$ cat config.mk
export PLATFORM = sky130hd
export DESIGN_NAME = rom_arbiter
export DESIGN_NICKNAME = d
export VERILOG_FILES = /design/src/rtl/rom_arbiter.sv
export SDC_FILE = /design/constraint.sdc
export NUM_CORES = 1
export LEC_CHECK = 0
export CAP_MARGIN = 20
export CORE_UTILIZATION = 39
export DETAILED_ROUTE_END_ITERATION = 10
export MAX_ROUTING_LAYER = met4
export PLACE_DENSITY = 0.85
export SETUP_SLACK_MARGIN = 0.15
export SLEW_MARGIN = 20
export SYNTH_ARGS = -nofsm -noshare
export SYNTH_HDL_FRONTEND = slang
export SYNTH_SLANG_ARGS = --single-unit
$ cat constraint.sdc
create_clock -name i_clk -period 1.1 [get_ports i_clk]
set_input_delay 0.22 -clock i_clk [delete_from_list [all_inputs] [get_ports i_clk]]
set_output_delay 0.22 -clock i_clk [all_outputs]
set_load 0.01 [all_outputs]
$ cat src/rtl/rom_arbiter.sv
// rom_arbiter
//   Shares one 8x8 combinational ROM among NREQ requesters. A round-robin
//   arbiter picks one requester in IDLE. That requester then receives a burst
//   of 1..8 sequential reads, and the address wraps from 7 to 0. This block is
//   the only driver of the ROM address and select pins. All outputs are
//   registered.
//
// Ports
//   i_clk       clock, all state on rising edge
//   i_rst_n     synchronous active-low reset
//   i_req       per-requester request, held until its own rd_last
//   i_req_addr  start address, requester i in [3i+2:3i]
//   i_req_len   burst length minus 1, requester i in [3i+2:3i]
//   o_gnt       one-hot grant, high for the whole burst including rd_last cycle
//   o_rd_valid  rd_data/rd_id/rd_last valid this cycle
//   o_rd_data   ROM word read
//   o_rd_id     index of the requester owning rd_data
//   o_rd_last   final word of the current burst
//   o_rom_addr  ROM address
//   o_rom_sel   ROM select, active high
//   i_rom_data  ROM data, combinational from rom_addr/rom_sel
//
// State  | meaning
// -------+-----------------------------------------------------------------
// IDLE   | rom_sel low; arbitrate among i_req (also the rd_last cycle)
// BURST  | rom_sel high; one ROM address issued per cycle until r_left == 0

module rom_arbiter #(
  parameter int NREQ = 2,
  parameter int ID_W = 1
) (
  input  logic                i_clk,
  input  logic                i_rst_n,
  input  logic [NREQ-1:0]     i_req,
  input  logic [3*NREQ-1:0]   i_req_addr,
  input  logic [3*NREQ-1:0]   i_req_len,
  output logic [NREQ-1:0]     o_gnt,
  output logic                o_rd_valid,
  output logic [7:0]          o_rd_data,
  output logic [ID_W-1:0]     o_rd_id,
  output logic                o_rd_last,
  output logic [2:0]          o_rom_addr,
  output logic                o_rom_sel,
  input  logic [7:0]          i_rom_data
);

  typedef enum logic {ST_IDLE = 1'b0, ST_BURST = 1'b1} state_t;

  state_t            r_state;
  state_t            w_state_nxt;
  logic [ID_W-1:0]   r_ptr;
  logic [ID_W-1:0]   r_owner;
  logic [2:0]        r_left;
  logic [NREQ-1:0]   r_gnt;
  logic              r_rd_valid;
  logic [7:0]        r_rd_data;
  logic [ID_W-1:0]   r_rd_id;
  logic              r_rd_last;
  logic [2:0]        r_rom_addr;
  logic              r_rom_sel;

  logic              w_found;
  logic [ID_W-1:0]   w_winner;
  logic [ID_W-1:0]   w_ptr_adv;
  logic [NREQ-1:0]   w_onehot;
  int                w_idx;

  logic [ID_W-1:0]   w_ptr_nxt;
  logic [ID_W-1:0]   w_owner_nxt;
  logic [2:0]        w_left_nxt;
  logic [NREQ-1:0]   w_gnt_nxt;
  logic              w_rd_valid_nxt;
  logic [7:0]        w_rd_data_nxt;
  logic [ID_W-1:0]   w_rd_id_nxt;
  logic              w_rd_last_nxt;
  logic [2:0]        w_rom_addr_nxt;
  logic              w_rom_sel_nxt;

  // Round-robin search: first set request starting at r_ptr, wrapping mod NREQ.
  always_comb begin
    w_found  = 1'b0;
    w_winner = '0;
    w_idx    = 0;
    for (int i = 0; i < NREQ; i++) begin
      w_idx = int'(r_ptr) + i;
      if (w_idx >= NREQ) w_idx = w_idx - NREQ;
      if (!w_found && i_req[w_idx]) begin
        w_found  = 1'b1;
        w_winner = ID_W'(w_idx);
      end
    end
    if (int'(w_winner) == NREQ - 1) w_ptr_adv = '0;
    else                            w_ptr_adv = w_winner + ID_W'(1);
    for (int i = 0; i < NREQ; i++) w_onehot[i] = (int'(w_winner) == i);
  end

  // State register plus the registered outputs/datapath.
  always_ff @(posedge i_clk) begin
    if (!i_rst_n) begin
      r_state    <= ST_IDLE;
      r_ptr      <= '0;
      r_owner    <= '0;
      r_left     <= '0;
      r_gnt      <= '0;
      r_rd_valid <= 1'b0;
      r_rd_data  <= '0;
      r_rd_id    <= '0;
      r_rd_last  <= 1'b0;
      r_rom_addr <= '0;
      r_rom_sel  <= 1'b0;
    end else begin
      r_state    <= w_state_nxt;
      r_ptr      <= w_ptr_nxt;
      r_owner    <= w_owner_nxt;
      r_left     <= w_left_nxt;
      r_gnt      <= w_gnt_nxt;
      r_rd_valid <= w_rd_valid_nxt;
      r_rd_data  <= w_rd_data_nxt;
      r_rd_id    <= w_rd_id_nxt;
      r_rd_last  <= w_rd_last_nxt;
      r_rom_addr <= w_rom_addr_nxt;
      r_rom_sel  <= w_rom_sel_nxt;
    end
  end

  // Next-state logic.
  always_comb begin
    w_state_nxt = r_state;
    case (r_state)
      ST_IDLE:  if (w_found) w_state_nxt = ST_BURST;
      ST_BURST: if (r_left == 3'd0) w_state_nxt = ST_IDLE;
      default:  w_state_nxt = ST_IDLE;
    endcase
  end

  // Next values of the registered outputs. rd_data holds when no word is in
  // flight; gnt holds through BURST and is re-decided in IDLE, which is also
  // the rd_last cycle, so a new grant can follow with a single bubble.
  always_comb begin
    w_ptr_nxt      = r_ptr;
    w_owner_nxt    = r_owner;
    w_left_nxt     = r_left;
    w_gnt_nxt      = r_gnt;
    w_rd_valid_nxt = 1'b0;
    w_rd_data_nxt  = r_rd_data;
    w_rd_id_nxt    = r_rd_id;
    w_rd_last_nxt  = 1'b0;
    w_rom_addr_nxt = r_rom_addr;
    w_rom_sel_nxt  = 1'b0;
    case (r_state)
      ST_IDLE: begin
        w_gnt_nxt = '0;
        if (w_found) begin
          w_gnt_nxt      = w_onehot;
          w_owner_nxt    = w_winner;
          w_ptr_nxt      = w_ptr_adv;
          w_rom_addr_nxt = i_req_addr[3*int'(w_winner) +: 3];
          w_left_nxt     = i_req_len[3*int'(w_winner) +: 3];
          w_rom_sel_nxt  = 1'b1;
        end
      end
      ST_BURST: begin
        w_rd_valid_nxt = 1'b1;
        w_rd_data_nxt  = i_rom_data;
        w_rd_id_nxt    = r_owner;
        w_rd_last_nxt  = (r_left == 3'd0);
        if (r_left != 3'd0) begin
          w_rom_sel_nxt  = 1'b1;
          w_rom_addr_nxt = r_rom_addr + 3'd1;
          w_left_nxt     = r_left - 3'd1;
        end
      end
      default: ;
    endcase
  end

  assign o_gnt      = r_gnt;
  assign o_rd_valid = r_rd_valid;
  assign o_rd_data  = r_rd_data;
  assign o_rd_id    = r_rd_id;
  assign o_rd_last  = r_rd_last;
  assign o_rom_addr = r_rom_addr;
  assign o_rom_sel  = r_rom_sel;

endmodule

==> Yosys cells after proc, flatten, opt, wreduce, memory -nomap -nowiden <==
Cells that the tools add are included.
{ "totals": {"regBits": 23, "latch_bits": 0, "ram_bits": 0, "rom_bits": 0, "inputBits": 24, "mem_count": 0} }
{ "op_classes": {"add_sub_neg": 6, "multipliers": 1, "n_div": 0, "magnitude_cmp": 4, "eq_ne": 2, "shifts": 2, "mux": 26, "n_bitwise": 2, "reduce_logical": 7} }
{ "op_table": {"columns": ["op", "count"], "rows": [
  ["$lt 32x3->1 const B", 2],
  ["$mux 32", 2],
  ["$shiftx 6x32->3", 1],
  ["$mux 1", 15],
  ["$mux 3", 4],
  ["$pmux 3 s2", 2],
  ["$reduce_and 2->1", 3],
  ["$shiftx 6x4->3", 1],
  ["$pmux 1 s2", 2],
  ["$add 3x1->3 const B", 1],
  ["$logic_not 3->1", 1],
  ["$mul 2x1->3 const A", 1],
  ["$reduce_bool 3->1", 1],
  ["$sub 1x2->3 const B", 1],
  ["$sub 2x2->3 const B", 1],
  ["$sub 3x1->3 const B", 1],
  ["$add 1x1->2 const B", 1],
  ["$ge 1x2->1 const B", 1],
  ["$ge 2x2->1 const B", 1],
  ["$mux 2", 1],
  ["$ne 2x1->1 const B", 1],
  ["$ne 2x2->1 const B", 1],
  ["$not 1->1", 2],
  ["$add 1x1->1 const B", 1],
  ["other kinds (2)", 2]
]} }

==> Logic depth before layout (Yosys ltp) <==
Gate-level depths: netlist of run 1.
{ "depth": {"depth_word": 13, "ltp_mapped": 5, "ltp_nobuf": 5} }

==> Worst setup path after synthesis of run 1 <==
OpenSTA, ideal clock, no wires.
{ "synth_path": {"kind": "reg-to-reg", "from": "register r_left[0]", "to": "register r_rom_addr[2] (netlist: o_rom_addr[2])", "setup_ps": 134, "arrival_time_ps": 1068, "required_time_ps": 966, "setup_slack_ps": -102, "stages_incl_launch_ff": 6, "n_path_buf": 0, "path_cell_list": "dfxtp_1 > inv_1 > ha_1 > and3b_1 > o211ai_1 > o221ai_1"} }
{ "synth_between": {"elab_chain_len": 3} }
{ "synth_lines": {"columns": ["item", "line", "source"], "rows": [
  ["start, declared", "53", "logic [2:0] r_left;"],
  ["start signal, assigned", "115", "r_left <= w_left_nxt;"],
  ["$reduce_bool 3->1", "167", "if (r_left != 3'd0) begin"],
  ["$ne 2x1->1 (no source line)", null, null],
  ["$reduce_and 2->1 (no source line)", null, null],
  ["end signal, assigned", "121", "r_rom_addr <= w_rom_addr_nxt;"],
  ["end, declared", "59", "logic [2:0] r_rom_addr;"]
]} }
No other way between the ends.
A chain may end at the register's enable or synchronous reset.

==> Worst setup path after layout of run 1 <==
{ "layout_path": {"from": "register r_left[0]", "to": "register r_rom_addr[0] (netlist: o_rom_addr[0])"} }
The elaborated chain is that of the path after synthesis.

==> results.md, run 1 <==
* FF-to-FF End: o_rom_addr[0]$_SDFFE_PN0P_
* Max-Cap Viols at 0
* Cell taking the most area after synthesis: dfxtp_1
* Root buf cell: clkbuf_4
* Tcrit/Tclk final at 123%
* Grt ovf at 0
* Final Power at between 2 and 3 mW
* Max Root-Sink Buffers at 2
* DR iter-0 viols at 20
* Critical Path AT at 1.57 ns
* Hold wc startpoint: i_req_len[2]
* Distinct cells, synth at 38
* Post-Synthesis Cells at 115
* CTS tree: done
* Drt drc at 0
* Post-CTS Hold Fix Bufs at 0
* Fin util at 83.4%
* Delay of the slowest critical-path stage at 0.36 ns
* Worst-path clk slew at between 0.1 and 0.15 ns
* Buf+Inv Stages, Crit Path at 2
* Setup TNS at -2.28 ns
* Final hold vios at 0
* Final min period at around 1.4 ns
* Number of diodes at 0
* # placed instances at roughly 210
* Area share of the largest cell type after synthesis at between 40% and 50%
* Syn nets at roughly 140
* RR Startpoint: r_left[0]$_SDFFE_PN0P_
* CTS Buf Count at 3
* Htree depth at 1
* Critical Path Start Type: flop
* Setup ws final at -0.258 ns
* Static Leak at between 0.8 and 0.9 nW
* Storage cell area at around 460 sq um
* Worst min-delay path endpoint: r_left[2]$_SDFFE_PN0P_
* Largest net degree at the start of global routing at 13
* FF-to-FF setup slack at -0.26 ns
* P per Cell Area at ~1300 nW/um^2
* Worst-Margin Slew at 0.379 ns
* Skew-Pair Late Insertion Delay at 0.30 ns
* IO buf count at 40
* Post-route insts no fill at 226
* Crit path from: r_left[0]$_SDFFE_PN0P_
* Setup crit end kind: flop
* Die Area at around 3000 sq um
* Worst rel slew slack at between 70 and 80%
* Register area share after synthesis at 41.0%
* Starting Density at about 42%
* GRT Resource Usage Total at between 20% and 30%
* Die extent in x at about 54 um
* CP max stage cell: dfxtp_2
* Synth Cell Area at between 1000 and 1500 sq um
* Main synth FF type: dfxtp_1
* #FFs+latches synth at 22
* Worst VDD drop at roughly 0.0012 V
* Initial antenna violation count at 0
* Layout filler cell count at about 140
* Hold Path Stages at 3
* Multi-input logic area at about 710 sq um
* Row cnt at 18
* Routed WL at approximately 4300 um
* Worst path cell trace: inv_4, ha_4, and3b_2, buf_4, a211oi_2, a311oi_1
* Cells on worst reg2reg path at 6
* Syn. warnings at 0
* Layout cells sized above 1 at 63.3%
* Setup Crit Path Kind: flop to flop
* Ports at 41
* Area Overhead vs Synth at 97.6%
* Worst path top cell family by delay: flip-flops
* Vias in the first global route at 1292
* Clock skew at ~0.0019 ns
* Post-synth ARST share at 0%
* Die Height at about 54 um
* Nets at about 230
* First-pass DRT Iterations at 4
* Drt wl/cell at around 19 um
* HP Class: input pin to flop
* Vias per cell at 5.82
* First-pass GRT wire length at 5680 um
* ANT nets after route at 0
* Crit-path max FO at 5
* Failing checks: negative setup slack
* Routability Congestion at between 0.9 and 1
* Unrepaired setup endpoints after global routing: true
* Hpwl dp at about 2300 um
* Synthesized area per cell at 9.35 sq um
* Final Setup Violations at 21
* Fmax at around 0.74 GHz
* Core footprint at 2540 sq um
* Post-synth EDFFs at 0
* Synth top area cells: dfxtp_1 (41%), mux2i_1 (9.3%), nor2_1 (4.2%), ha_1 (3.5%), nand2_1 (3.5%)
* Outcome: finished, violations left
* Crit path required time at ~1.3 ns
* Clock Sinks at 22
* Via Count at about 1300
* Final Max Tran Viols at 0
[worst max path at each step]
stage / end / slack, ns / cells past startpoint
after floorplan: o_rom_addr[2]$_SDFFE_PN0P_ / -0.04 / 5
after global placement: r_left[2]$_SDFFE_PN0P_ / -0.42 / 5
after detailed placement: r_left[0]$_SDFFE_PN0P_ / -0.47 / 5
after CTS: o_rom_addr[2]$_SDFFE_PN0P_ / -0.23 / 5
after global routing: r_left[1]$_SDFFE_PN0P_ / -0.33 / 6
final: o_rom_addr[0]$_SDFFE_PN0P_ / -0.26 / 6
[cell usage after synthesis (all sizes together) (2+ instances only)]
library cell  instances
dfxtp                22
nor3                  2
a211oi                4
inv                   8
nor4                  2
nand2                10
nor2b                 2
buf                   5
nand4                 3
nand2b                2
a311oi                3
nor2                 12
mux2i                10
o32ai                 2
o21ai                 2
a21oi                 7
ha                    3
o211ai                3
[worst min-delay path, stage by stage]
cell,delay [ns]
clkdlybuf4s50_1,0.40
nand2_1,0.08
a221oi_2,0.06
[report_power, final]
part           internal [mW]  leakage, nW  total [mW]  switching [mW]
registers              0.905        0.188       0.992          0.0868
logic                  0.816        0.687        1.41           0.592
clock network          0.127       0.0138       0.361           0.234
total                   1.85        0.888        2.76           0.913
[final cells by class]
cell class | count | share of cell area, %
Timing Repair Buffer | 84 | 39.9
Multi-Input combinational cell | 79 | 33.4
Sequential cell | 22 | 21.8
Inverter | 8 | 2.12
Tap cell | 30 | 1.77
Clock buffer | 3 | 1.06
[cells by family (layout without fill, tap and decap cells)]
logic type | Yosys count | count (layout) | share of synthesized area [%]
AO/OA/AOI/OAI | 27 | 27 | 19.3
adder cells (fa/ha/maj) | 3 | 3 | 3.49
buffers and inverters | 14 | 95 | 7.10
flip-flops | 22 | 22 | 41.0
multiplexers | 10 | 10 | 9.31
AND/OR/NAND/NOR | 39 | 39 | 19.8
[metal layers]
layer  up-vias  routed length, um  track usage [%]
li1        582                  -                -
met1       645               1680             28.3
met2        72               2220             52.6
met3        17                221             6.11
met4         0                138             12.0
met5         -                  0                -
[registers in the layout (all words and copies together), names as in the netlist]
register	count
o_rd_valid	1
o_gnt	2
r_left	3
r_owner	1
o_rom_addr	3
o_rd_id	1
o_rd_data	8
r_ptr	1
r_state	1
o_rd_last	1
[metrics by stage]
| stage | setup slack, ns | cell area, sq um | hold slack [ns] |
|---|---|---|---|
| 2_1_floorplan | -0.0426 | 1110 | 0.367 |
| 3_3_place_gp | -0.422 | 1710 | 0.449 |
| 3_5_place_dp | -0.466 | 1710 | 0.453 |
| 4_1_cts | -0.226 | 1950 | 0.448 |
| 5_1_grt | -0.331 | 2120 | 0.512 |
| 6_report | -0.258 | 2120 | 0.490 |
[cell usage in the layout (no fill, tap or decap), types with 4 or more instances in the layout]
| master | n |
|---|---|
| buf_6 | 26 |
| buf_4 | 28 |
| mux2i_1 | 7 |
| clkdlybuf4s50_1 | 20 |
| dfxtp_2 | 18 |
| dfxtp_1 | 4 |
| nor2_1 | 10 |
| nand2_2 | 4 |
| nand2_1 | 6 |
| a21oi_2 | 6 |
[timing repair]
item                                    4_1_cts  5_1_grt
endpoints found under the setup margin       37       39
cloned                                        1        0
buffers inserted                             11        6
resized for setup                           121       32
pin swaps                                    11       14
(Power assumes the default switching activity.)
==> run 2, diff against run 1 <==
--- a/config.mk
+++ b/config.mk
@@ -6,6 +6,7 @@
 export NUM_CORES = 1
 export LEC_CHECK = 0
 export CAP_MARGIN = 20
+export CORE_MARGIN = 5
 export CORE_UTILIZATION = 39
 export DETAILED_ROUTE_END_ITERATION = 10
 export MAX_ROUTING_LAYER = met4
==> run 2 against run 1 <==
  * The run still ends with negative setup slack left
  * Design area shrank 12%
  * Clock-buffer cell count unchanged
  * Sequential power is 1% lower
  * Die area is 32% higher
  * Non-clock buffer count down 19
  * Sequential share of layout area up 3.1 points
  * Via count decreased by 15%
  * Wire length is 21% lower
  * Global-route usage is 11 points lower
  * Register-to-register slack better by 0.05 ns
  * Clock skew grew 0.0059 ns
  * Largest cell class unchanged
==> results.md, run 2 (synthesis gave the netlist of run 1 again) <==
* Worst VDD drop at just over 0.001 V
* Final Power at between 2 and 2.5 mW
* Met2 usage at around 31%
* Drt wl/cell at 16.1 um
* Setup ws final at -0.207 ns
* Multi-input logic area at about 630 sq um
* IO buf count at 40
* Largest register FFs at 8
* Final Setup Violations at 9
* Die extent in x at 62.5 um
* Worst path cell trace: inv_2, ha_4, and3b_2, a211oi_2, a311oi_1
* Fin area at 1860 sq um
* Met1 GRT Util at between 10% and 20%
* Worst path top cell family by delay: compound AO/OA/AOI/OAI gates
* Routed WL at 3340 um
* Worst-Margin Slew at 0.388 ns
* ANT nets after route at 0
* Layout cells sized above 1 at roughly 49%
* Storage cell area at around 460 sq um
* Setup Crit Path Kind: flop to flop
* Core footprint at roughly 2700 sq um
* GRT Resource Usage Total at between 10% and 20%
* Critical Path AT at 1.52 ns
* P per Cell Area at between 1000 and 1500 nW/um^2
* Root buf cell: clkbuf_4
* Clock skew at about 0.0078 ns
* Die Area at around 3900 sq um
* # placed instances at ~200
* CP max stage cell: dfxtp_2
* Routability Congestion at between 0.8 and 0.9
* Vias per cell at approximately 5.4
* Final hold vios at 0
* Largest net degree at the start of global routing at 18
* Most common cell after layout, fill and taps aside: clkdlybuf4s50_1
* Outcome: finished, violations left
* Starting Density at about two fifths
* Tcrit/Tclk final at 119%
* Ports at 41
* Drt drc at 0
* HP Class: input pin to flop
* Nets at between 200 and 250
* Delay of the slowest critical-path stage at between 0.3 and 0.4 ns
* Setup crit end kind: flop
* Max-Cap Viols at 0
* Post-route insts no fill at 208
* Clock Sinks at 22
* Grt peak-use layer: met2
* Failing checks: negative setup slack
* Max Root-Sink Buffers at 2
* Setup TNS at -0.848 ns
* Fin util at 69.3%
* Via Count at roughly 1100
* Hpwl dp at between 2000 and 2500 um
* CTS tree: done
* Post-CTS Hold Fix Bufs at 0
* Number of diodes at 0
* Worst rel slew slack at 74.2%
* First-pass DRT Iterations at 4
* Crit-path max FO at 5
* Hold WS at between 0.3 and 0.4 ns
* Htree depth at 1
* Layout filler cell count at 220
* Post-Place Cell Area at ~1600 sq um
* Crit path required time at 1.31 ns
* Unrepaired setup endpoints after global routing: true
* DR iter-0 viols at 33
* Initial antenna violation count at 0
* Worst-path clk slew at roughly 0.12 ns
* Die Height at around 62 um
* Skew-Pair Late Insertion Delay at about 0.32 ns
* Area Overhead vs Synth at 73.2%
* Critical Path Start Type: flop
* Pre-CTS setup slack at -0.538 ns
* CTS Buf Count at 3
* Met3 Use GR at under 10%
* Row cnt at 19
* Grt ovf at 0
* Final Max Tran Viols at 0
* First-pass GRT wire length at between 5000 and 6000 um
* Buf+Inv Stages, Crit Path at 1
* Static Leak at ~0.8 nW
* Fmax at around 0.76 GHz
* Most frequent cells in the layout: clkdlybuf4s50_1 (20), buf_6 (17), buf_4 (17), dfxtp_2 (15), nor2_1 (11)
* Vias in the first global route at between 1000 and 1500
* Final min period at around 1.3 ns
-- run 2: worst min-delay path, delay by kind of cell --
kind            cells  cell delay (ns)
simple gates        1             0.11
compound gates      1             0.07
buf+inv             1             0.21
-- run 2: final cells by class --
type                       instances  area share (%)
clock buffer                       3            1.21
inverter                           8            2.02
tap                               31            2.08
timing repair buffer              65            36.0
multi-input combinational         79            33.9
sequential                        22            24.9
-- run 2: path summary, 6_finish.rpt --
| path | start | end | slack, ns | cells after the start |
|---|---|---|---|---|
| setup / recovery | r_left[1]$_SDFFE_PN0P_ | r_left[0]$_SDFFE_PN0P_ | -0.21 | 5 |
| hold / removal | i_rst_n | r_left[1]$_SDFFE_PN0P_ | 0.32 | 3 |
| setup reg to reg | r_left[1]$_SDFFE_PN0P_ | r_left[0]$_SDFFE_PN0P_ | -0.21 | 5 |
| hold reg to reg | r_owner$_SDFFE_PN0P_ | r_owner$_SDFFE_PN0P_ | 0.47 | 2 |
-- run 2: power by group --
part / total (mW) / internal (mW) / leakage [nW] / switching, mW
sequential: 0.981 / 0.904 / 0.187 / 0.0772
clock: 0.384 / 0.128 / 0.0138 / 0.255
combinational: 1.05 / 0.615 / 0.583 / 0.439
total: 2.42 / 1.65 / 0.784 / 0.772
-- run 2: repair_timing --
action,in CTS,in global routing
pin swaps,6,7
buffers inserted,4,3
cloned,1,0
resized for setup,110,14
endpoints found under the hold margin,0,0
setup endpoints to repair,37,39
-- run 2: layer usage --
| metal | vias to the layer above | part of all wire, % |
|---|---|---|
| li1 | 543 | - |
| met1 | 528 | 42 |
| met3 | 3 | 6.3 |
| met5 | - | 0 |
| met2 | 48 | 51 |
| met4 | 0 | 0.84 |
==> run 3, diff against run 2 <==
==> constraint.sdc (replaced) <==
create_clock -name i_clk -period 1.1 [get_ports i_clk]
set_input_delay 0.22 -clock i_clk [delete_from_list [all_inputs] [get_ports i_clk]]
set_output_delay 0.22 -clock i_clk [all_outputs]
set_load 0.02 [all_outputs]
==> run 3 against run 2 <==
  * The run still ends with negative setup slack left
  * Clock power grew 67%
  * Core utilization grew 5.6 points
  * First-iteration DRC count shrank 9.1%
  * Sequential share of layout area shrank 1.7 points
  * Final cell count grew 2.4%
  * Wire length grew 10%
  * Worst hold slack gained 0.15 ns
  * Fmax grew 2.9%
==> results.md, run 3 (synthesis gave the netlist of run 1 again) <==
* Starting Density at roughly 40%
* Outcome: finished, violations left
* GRT Resource Usage Total at about 18%
* Critical Path Start Type: flop
* Pre-CTS setup slack at -0.545 ns
* Max Root-Sink Buffers at 2
* Critical Path AT at between 1 and 1.5 ns
* Most common cell after layout, fill and taps aside: buf_6
* Clock skew at 0.0154 ns
* P per Cell Area at roughly 1400 nW/um^2
* Worst rel slew slack at approximately 69%
* First-pass GRT wire length at around 5600 um
* Fmax at a little under 0.8 GHz
* Hpwl dp at ~2300 um
* Cells on worst reg2reg path at 5
* ANT nets after route at 0
* Grt ovf at 0
* Die Area at 3910 sq um
* Most frequent cells in the layout: buf_6 (23), clkdlybuf4s50_1 (21), buf_4 (19), dfxtp_2 (18)
* Worst VDD drop at 0.00104 V
* DR iter-0 viols at 30
* CTS tree: done
* Routed WL at about 3700 um
* FF-to-FF End: o_rom_addr[2]$_SDFFE_PN0P_
* Nets at 210
* HP Class: flop to flop
* Largest net degree at the start of global routing at 18
* Tcrit/Tclk final at 115%
* Worst path cell trace: inv_2, ha_4, and3b_2, o211ai_1, o221ai_1
* Final Max Tran Viols at 0
* Post-CTS Hold Fix Bufs at 0
* Final hold vios at 0
* Core footprint at about 2700 sq um
* First-pass DRT Iterations at 4
* Row cnt at 19
* Final min period at approximately 1.3 ns
* Crit path required time at 1.29 ns
* CTS Buf Count at 3
* Worst-path clk slew at approximately 0.14 ns
* CP max stage cell: dfxtp_2
* Setup ws final at -0.170 ns
* Vias per cell at about 5.5
* RR Startpoint: r_left[0]$_SDFFE_PN0P_
* Hold WS at 0.476 ns
* Clock Sinks at 22
* Skew-Pair Late Insertion Delay at around 0.32 ns
* Delay of the slowest critical-path stage at between 0.3 and 0.4 ns
* Vias in the first global route at between 1000 and 1500
* Static Leak at between 0.8 and 0.9 nW
* FF-to-FF setup slack at -0.17 ns
* Root buf cell: clkbuf_4
* Die Height at ~62 um
* Die extent in x at roughly 62 um
* Htree depth at 1
* Worst-Margin Slew at 0.459 ns
* IO buf count at 40
* Layout cells sized above 1 at 57.1%
* Drt drc at 0
* Area Overhead vs Synth at 87.3%
* Ports at 41
* Unrepaired setup endpoints after global routing: true
* Final Setup Violations at 7
* Crit-path max FO at 5
* Number of diodes at 0
* Hold wc startpoint: o_gnt[0]$_SDFFE_PN0N_
* Failing checks: negative setup slack
* Initial antenna violation count at 0
* Largest register FFs at 8
* Worst min-delay path endpoint: o_gnt[0]$_SDFFE_PN0N_
* Routability Congestion at 0.889
* Setup Crit Path Kind: flop to flop
* Hold Path Stages at 2
* Via Count at about 1200
* Max-Cap Viols at 0
* Setup crit end kind: flop
* Drt wl/cell at about 17 um
## run 3: timing repair
action                                  in CTS  in global routing
endpoints found under the setup margin      38                 39
pin swaps                                    6                  9
buffers inserted                             7                  2
gates cloned                                 0                  1
endpoints found under the hold margin        0                  0
resized for setup                          134                 23
## run 3: layer usage
layer / wire (um) / global-route usage [%]
met1: 1550 / 20.5
met2: 1820 / 28.5
met3: 220 / 4.68
met4: 106 / 9.55
met5: 0 / -
## run 3: how the worst max path moves through the flow
stage                                       from                    endpoint  slack (ns)  cells past startpoint
after floorplan           r_left[0]$_SDFFE_PN0P_  o_rom_addr[2]$_SDFFE_PN0P_       -0.04                      5
after global placement                  i_req[0]      r_left[2]$_SDFFE_PN0P_       -0.47                      4
after detailed placement                i_req[0]  o_rom_addr[0]$_SDFFE_PN0P_       -0.54                      4
after CTS                 r_left[0]$_SDFFE_PN0P_  o_rom_addr[2]$_SDFFE_PN0P_       -0.12                      5
after global routing      r_left[0]$_SDFFE_PN0P_  o_rom_addr[1]$_SDFFE_PN0P_       -0.21                      5
final                     r_left[0]$_SDFFE_PN0P_  o_rom_addr[2]$_SDFFE_PN0P_       -0.17                      5
## run 3: critical path: cells and delay by family (launching register included)
kind                       cells  cell delay (ns)
AOI/OAI and AO/OA              2             0.30
adders and majority gates      1             0.16
buffers and inverters          1             0.06
DFF                            1             0.37
and+or+nand+nor                1             0.24
## run 3: where the power goes
| part | switching, mW | leakage, nW | internal, mW | total [mW] |
|---|---|---|---|---|
| Clock | 0.271 | 0.0279 | 0.369 | 0.640 |
| Combinational | 0.553 | 0.622 | 0.685 | 1.24 |
| Sequential | 0.0842 | 0.189 | 0.905 | 0.989 |
## run 3: area by class of cell
type                       count  area (sq um)
clock buffer                   3          22.5
clock inverter                 1          30.0
fill                         184           673
inverter                       8          35.0
multi-input combinational     79           711
sequential                    22           467
tap                           31          38.8
timing repair buffer          69           709
## run 3: through the flow
step	instance area (sq um)	setup TNS (ns)	power [mW]	std cells	util, %
6_report	2010	-0.906	2.87	213	74.9
5_1_grt	2010	-1.40	3.00	213	74.9
3_5_place_dp	1650	-6.92	1.90	199	61.5
3_3_place_gp	1650	-5.91	1.86	199	61.5
2_1_floorplan	1110	-0.189	1.48	115	-
4_1_cts	1880	-0.673	2.70	210	70.0
